===== config.mk =====
export PLATFORM = sky130hd
export DESIGN_NAME = id_stage
export DESIGN_NICKNAME = d
export VERILOG_FILES = /design/src/rtl/id_stage.sv
export SDC_FILE = /design/constraint.sdc
export NUM_CORES = 2
export LEC_CHECK = 0
export CAP_MARGIN = 20
export CORE_MARGIN = 1
export CORE_UTILIZATION = 23
export DETAILED_ROUTE_END_ITERATION = 12
export GPL_TIMING_DRIVEN = 0
export PLACE_DENSITY = 0.45
export SYNTH_ARGS = -nofsm -noshare
export SYNTH_HDL_FRONTEND = slang
export SYNTH_SLANG_ARGS = --single-unit

===== constraint.sdc =====
create_clock -name clk -period 5.6 [get_ports clk]
set_input_delay 1.12 -clock clk [delete_from_list [all_inputs] [get_ports clk]]
set_output_delay 1.12 -clock clk [all_outputs]
set_load 0.005 [all_outputs]

===== src/rtl/id_stage.sv =====
// RV32I decode stage: decode, 32x32 register file with write-through bypass, load-use detection.
// Latency 1 cycle to the ID/EX register; stall_out is combinational.
// stall_in holds the ID/EX register; a load-use hazard loads a bubble and holds fetch.
module id_stage #(
  parameter logic [31:0] RESET_PC = 32'h0000_0000
) (
  input  logic        clk,
  input  logic        rst_,
  input  logic        in_valid,
  input  logic [31:0] in_pc,
  input  logic [31:0] in_instr,
  input  logic        stall_in,
  input  logic        flush,
  input  logic        wb_en,
  input  logic [4:0]  wb_rd,
  input  logic [31:0] wb_data,
  input  logic        ex_mem_read,
  input  logic [4:0]  ex_rd,
  output logic        stall_out,
  output logic        id_valid,
  output logic [31:0] id_pc,
  output logic [31:0] id_instr,
  output logic [4:0]  id_rs1,
  output logic [4:0]  id_rs2,
  output logic [4:0]  id_rd,
  output logic [31:0] id_rs1_data,
  output logic [31:0] id_rs2_data,
  output logic [31:0] id_imm,
  output logic [3:0]  id_alu_op,
  output logic [2:0]  id_funct3,
  output logic        id_reg_write,
  output logic        id_mem_read,
  output logic        id_mem_write,
  output logic        id_branch,
  output logic        id_jump,
  output logic        id_alu_src,
  output logic        id_illegal
);

  localparam logic [6:0] OP_LUI = 7'b0110111, OP_AUIPC = 7'b0010111, OP_JAL = 7'b1101111,
                         OP_JALR = 7'b1100111, OP_BRANCH = 7'b1100011, OP_LOAD = 7'b0000011,
                         OP_STORE = 7'b0100011, OP_IMM = 7'b0010011, OP_OP = 7'b0110011,
                         OP_FENCE = 7'b0001111, OP_SYSTEM = 7'b1110011;

  localparam logic [3:0] ALU_ADD = 4'd0, ALU_SUB = 4'd1, ALU_SLL = 4'd2, ALU_SLT = 4'd3,
                         ALU_SLTU = 4'd4, ALU_XOR = 4'd5, ALU_SRL = 4'd6, ALU_SRA = 4'd7,
                         ALU_OR = 4'd8, ALU_AND = 4'd9, ALU_PASSB = 4'd10;

  typedef struct packed {
    logic        valid;
    logic [31:0] pc;
    logic [31:0] instr;
    logic [4:0]  rs1;
    logic [4:0]  rs2;
    logic [4:0]  rd;
    logic [31:0] rs1_data;
    logic [31:0] rs2_data;
    logic [31:0] imm;
    logic [3:0]  alu_op;
    logic [2:0]  funct3;
    logic        reg_write;
    logic        mem_read;
    logic        mem_write;
    logic        branch;
    logic        jump;
    logic        alu_src;
    logic        illegal;
  } id_t;

  logic [31:0] rf [32];
  id_t         dec, q;
  logic        rs1_used, rs2_used, load_use;
  logic [6:0]  opcode;

  function automatic logic [3:0] arith_op(input logic [2:0] f3, input logic alt);
    case (f3)
      3'b000:  return alt ? ALU_SUB : ALU_ADD;
      3'b001:  return ALU_SLL;
      3'b010:  return ALU_SLT;
      3'b011:  return ALU_SLTU;
      3'b100:  return ALU_XOR;
      3'b101:  return alt ? ALU_SRA : ALU_SRL;
      3'b110:  return ALU_OR;
      default: return ALU_AND;
    endcase
  endfunction

  // Bubble keeps the payload fields but clears valid and every control bit.
  function automatic id_t kill(input id_t d);
    id_t k;
    k           = d;
    k.valid     = 1'b0;
    k.alu_op    = ALU_ADD;
    k.reg_write = 1'b0;
    k.mem_read  = 1'b0;
    k.mem_write = 1'b0;
    k.branch    = 1'b0;
    k.jump      = 1'b0;
    k.alu_src   = 1'b0;
    k.illegal   = 1'b0;
    return k;
  endfunction

  assign opcode = in_instr[6:0];

  always_comb begin
    dec          = '0;
    rs1_used     = 1'b0;
    rs2_used     = 1'b0;
    dec.valid    = 1'b1;
    dec.pc       = in_pc;
    dec.instr    = in_instr;
    dec.rs1      = in_instr[19:15];
    dec.rs2      = in_instr[24:20];
    dec.rd       = in_instr[11:7];
    dec.funct3   = in_instr[14:12];
    // x0 reads zero; a same-cycle writeback bypasses the array.
    dec.rs1_data = (dec.rs1 == 5'd0) ? 32'd0 :
                   (wb_en && wb_rd == dec.rs1) ? wb_data : rf[dec.rs1];
    dec.rs2_data = (dec.rs2 == 5'd0) ? 32'd0 :
                   (wb_en && wb_rd == dec.rs2) ? wb_data : rf[dec.rs2];
    case (opcode)
      OP_LUI: begin
        dec.imm = {in_instr[31:12], 12'b0}; dec.alu_op = ALU_PASSB;
        dec.reg_write = 1'b1; dec.alu_src = 1'b1;
      end
      OP_AUIPC: begin
        dec.imm = {in_instr[31:12], 12'b0}; dec.reg_write = 1'b1; dec.alu_src = 1'b1;
      end
      OP_JAL: begin
        dec.imm = {{11{in_instr[31]}}, in_instr[31], in_instr[19:12], in_instr[20],
                   in_instr[30:21], 1'b0};
        dec.reg_write = 1'b1; dec.jump = 1'b1;
      end
      OP_JALR: begin
        dec.imm = {{20{in_instr[31]}}, in_instr[31:20]};
        dec.reg_write = 1'b1; dec.jump = 1'b1; dec.alu_src = 1'b1; rs1_used = 1'b1;
      end
      OP_BRANCH: begin
        dec.imm = {{19{in_instr[31]}}, in_instr[31], in_instr[7], in_instr[30:25],
                   in_instr[11:8], 1'b0};
        dec.alu_op = ALU_SUB; dec.branch = 1'b1; rs1_used = 1'b1; rs2_used = 1'b1;
      end
      OP_LOAD: begin
        dec.imm = {{20{in_instr[31]}}, in_instr[31:20]};
        dec.reg_write = 1'b1; dec.mem_read = 1'b1; dec.alu_src = 1'b1; rs1_used = 1'b1;
      end
      OP_STORE: begin
        dec.imm = {{20{in_instr[31]}}, in_instr[31:25], in_instr[11:7]};
        dec.mem_write = 1'b1; dec.alu_src = 1'b1; rs1_used = 1'b1; rs2_used = 1'b1;
      end
      OP_IMM: begin
        dec.imm = {{20{in_instr[31]}}, in_instr[31:20]};
        // Only shifts look at bit 30; ADDI with a negative immediate must stay ADD.
        dec.alu_op = arith_op(in_instr[14:12], (in_instr[14:12] == 3'b101) && in_instr[30]);
        dec.reg_write = 1'b1; dec.alu_src = 1'b1; rs1_used = 1'b1;
      end
      OP_OP: begin
        dec.alu_op = arith_op(in_instr[14:12], in_instr[30]);
        dec.reg_write = 1'b1; rs1_used = 1'b1; rs2_used = 1'b1;
      end
      OP_FENCE, OP_SYSTEM: ;
      default: dec.illegal = 1'b1;
    endcase
  end

  assign load_use = in_valid && ex_mem_read && (ex_rd != 5'd0) &&
                    ((rs1_used && ex_rd == dec.rs1) || (rs2_used && ex_rd == dec.rs2));
  assign stall_out = load_use && !flush;

  always_ff @(posedge clk) begin
    if (rst_) begin
      for (int i = 0; i < 32; i++) rf[i] <= '0;
    end else if (wb_en && wb_rd != 5'd0) begin
      rf[wb_rd] <= wb_data;
    end
  end

  always_ff @(posedge clk) begin
    if (rst_) begin
      q    <= '0;
      q.pc <= RESET_PC;
    end else if (flush) begin
      q <= kill(dec);
    end else if (!stall_in) begin
      q <= (in_valid && !load_use) ? dec : kill(dec);
    end
  end

  assign id_valid     = q.valid;
  assign id_pc        = q.pc;
  assign id_instr     = q.instr;
  assign id_rs1       = q.rs1;
  assign id_rs2       = q.rs2;
  assign id_rd        = q.rd;
  assign id_rs1_data  = q.rs1_data;
  assign id_rs2_data  = q.rs2_data;
  assign id_imm       = q.imm;
  assign id_alu_op    = q.alu_op;
  assign id_funct3    = q.funct3;
  assign id_reg_write = q.reg_write;
  assign id_mem_read  = q.mem_read;
  assign id_mem_write = q.mem_write;
  assign id_branch    = q.branch;
  assign id_jump      = q.jump;
  assign id_alu_src   = q.alu_src;
  assign id_illegal   = q.illegal;

endmodule


==> flow_summary.toml <==
[power]
clkPwrFrac = 0.400
pwr-share-seq = 0.462
pwr-share-comb = 0.137
leakage_nw = 25.5
ir_worst_vdd_mv = 0.195
power.switching_w = 0.00620
p_sw_frac = 0.272
p_per_area_nw_per_um2 = 305
p_int_w = 0.0165

[sta]
rsz0062_at_grt = "false"
report.final.slew_viol_count = 0
fin_tns_setup_ps = 0
fmaxAchievable_ghz = 0.184
period_share = 0.968
skew_ps = 38.2
worstMarginPinSlew_ps = 1340
finalHoldViolCount = 0
finalCriticalPeriod_ps = 5420
slew_headroom = 0.107
setup_violations = 0
worst_hold_slack_ps = 447

[floorplan]
die_area_um2 = 271000
rows = 190
start_util = 0.231
core_um2 = 268000
ios = 304
dieWidth_um = 521
die_h_um = 521

[clock_network]
clock_latency_ps = 800
cts_hold_buf = 0
clk_pin_slew_worst_paths_ps = 50
cts_made_buffers = 137
cts_tree = "done"
cts_max_path_buffers = 3
clock-sinks = 1196
root_buffer = "clkbuf_16"
h-tree-depth = 4
post_cts_buffers = 0
cts.repair.resized = 0

[detailed_routing]
routed_via_density = 4.97
post_drt_wl_per_cell_um = 32.6
drt_first_pass_iters = 5
vias = 43100
drc = 0
wirelength_mm = 283
drtAntennaViolNets = 0
drt_first_iter_violations = 5196

[cells_and_area]
area_growth_pct = 20.5
ff_latch_area_um2 = 34200
multi_input_area_um2 = 25600
layout_common_cells = "1024 x edfxtp_1, 999 x and2_1, 455 x mux4_2"
final_util = 0.278
fillCellCount = 27500
final_common_cell = "edfxtp_1"
nets = 5123
final_layout_size_suffix_gt1_frac = 0.179

[yosys]
yosys_warnings = 0
async_flop_share = 0
synth_area_um2 = 61800
synth_top_area_share = 0.497
ys_types = 61
yosysSeqAreaShare = 0.553
yosysTopAreaCell = "edfxtp_1"
synthTopCellsByArea = "edfxtp_1 50%, mux4_2 17%, and2_1 10%"
syn_inst = 4505
synthFlopType = "edfxtp_1"
syn_avg_cell_area_um2 = 13.7
synth_seq_cells = 1196
synth_edf_count = 1024

[status]
status = "finished, final reports clean"

[critical_path]
rrSetupSlack_ps = 3190
crit_path_frequent_cell = "clkdlybuf4s50_1"
slowest_delay_ps = 680
cp-end-kind = "output port"
r2r_start = "rf[23][11]"
cp_slowest_cell = "clkdlybuf4s50_1"
criticalPathCategory = "primary input to output port"
reg2reg_depth = 5
cp_max_fo = 10
cp.required_ps = 4480
setup.worst_path.end = "stall_out"
rr_endpoint = "id_rs2_data[11]"
start_kind = "primary input"
arrival_ps = 4300
crit_chain = "clkdlybuf4s50_1, buf_2, xnor2_1, nand4_1, a2111oi_2, o211ai_2, nor2_1, clkdlybuf4s50_1"
crit_start = "in_instr[24]"

[global_route]
grt.total_usage = 0.203
grt_max_degree = 33
grt_pass1_wl_mm = 373
overflow = 0
grt_pass1_vias = 43000
antenna_found_initial = 26

[place]
place_congestion = 1.02
hpwl_mm = 214
portBuffers = 288

[flow_run]
cap_violations = 0

[worst_hold_path]
hold_class = "flip-flop to flip-flop"
final cells by class:
| type | instances | area share |
|---|---|---|
| Antenna cell | 8 | 0.000269 |
| Buffer | 478 | 0.0291 |
| Multi-Input combinational cell | 2860 | 0.343 |
| Sequential cell | 1196 | 0.459 |
| Tap cell | 3552 | 0.0596 |
| Inverter | 2 | 0.000101 |
| Clock inverter | 53 | 0.00636 |
| Timing Repair Buffer | 335 | 0.0503 |
| Clock buffer | 194 | 0.0520 |
per-stage QoR:
stage	std cells	setup WS (ps)	power [W]	cell area, um2
2_1_floorplan	4536	1990	0.0121	62000
3_3_place_gp	8376	-242	0.0137	69300
3_5_place_dp	8410	111	0.0138	69900
4_1_cts	8657	93.4	0.0228	74300
5_1_grt	8670	26.2	0.0233	74500
6_report	8678	177	0.0227	74500
routing by layer:
metal	vias up	wire length (um)	global-route usage
met3	473	21700	0.0413
met5	-	252	0
met4	4	15300	0.0981
li1	17900	-	-
met1	22600	114000	0.259
met2	2146	131000	0.329
cell families after synthesis:
| group | count (synthesis) | share of synthesized area |
|---|---|---|
| compound gates | 464 | 0.0499 |
| xor+xnor | 20 | 0.00283 |
| buf+inv | 480 | 0.0350 |
| flops | 1196 | 0.553 |
| mux | 763 | 0.216 |
| other cells | 1 | 0.0000606 |
| simple gates | 1581 | 0.144 |
power by group through the flow:
stage	Clock, W	Sequential, W	Combinational [W]
2_1_floorplan	0	0.0105	0.00157
3_3_place_gp	0	0.0107	0.00303
3_5_place_dp	0	0.0107	0.00308
4_1_cts	0.00918	0.0105	0.00308
5_1_grt	0.00949	0.0106	0.00320
6_report	0.00911	0.0105	0.00312
worst max-delay path, delay by kind of cell:
family / cells / cell delay (ps)
AO/OA/AOI/OAI: 2 / 640
XOR/XNOR: 1 / 190
buffers and inverters: 3 / 1790
AND/OR/NAND/NOR: 2 / 550
registers in the layout, indices dropped and copies added (netlist names):
signal	cells
id_jump	1
id_mem_write	1
id_rs2_data	32
id_instr	32
id_rs1_data	32
id_imm	32
id_mem_read	1
id_illegal	1
id_alu_op	4
id_pc	32
id_alu_src	1
id_branch	1
id_valid	1
id_reg_write	1
rf	1024
worst min path at each step:
| stage | to | start | cells past startpoint |
|---|---|---|---|
| 2_1_floorplan | id_alu_op[1] | id_alu_op[1] | 2 |
| 3_3_place_gp | id_imm[17] | id_imm[17] | 2 |
| 3_5_place_dp | id_alu_src | id_alu_src | 2 |
| 4_1_cts | id_alu_src | id_alu_src | 2 |
| 5_1_grt | id_pc[30] | id_pc[30] | 2 |
| 6_report | id_alu_src | id_alu_src | 2 |
Yosys cell counts, drive strengths merged (35+ instances only):
cell,number
nand2,239
nor3,53
a21oi,114
nand3,92
mux4,455
dfxtp,172
mux2i,299
nor2,110
o21ai,108
and2,1000
a22oi,138
clkbuf,304
buf,174
or2,35
edfxtp,1024
(Power assumes the default switching activity.)
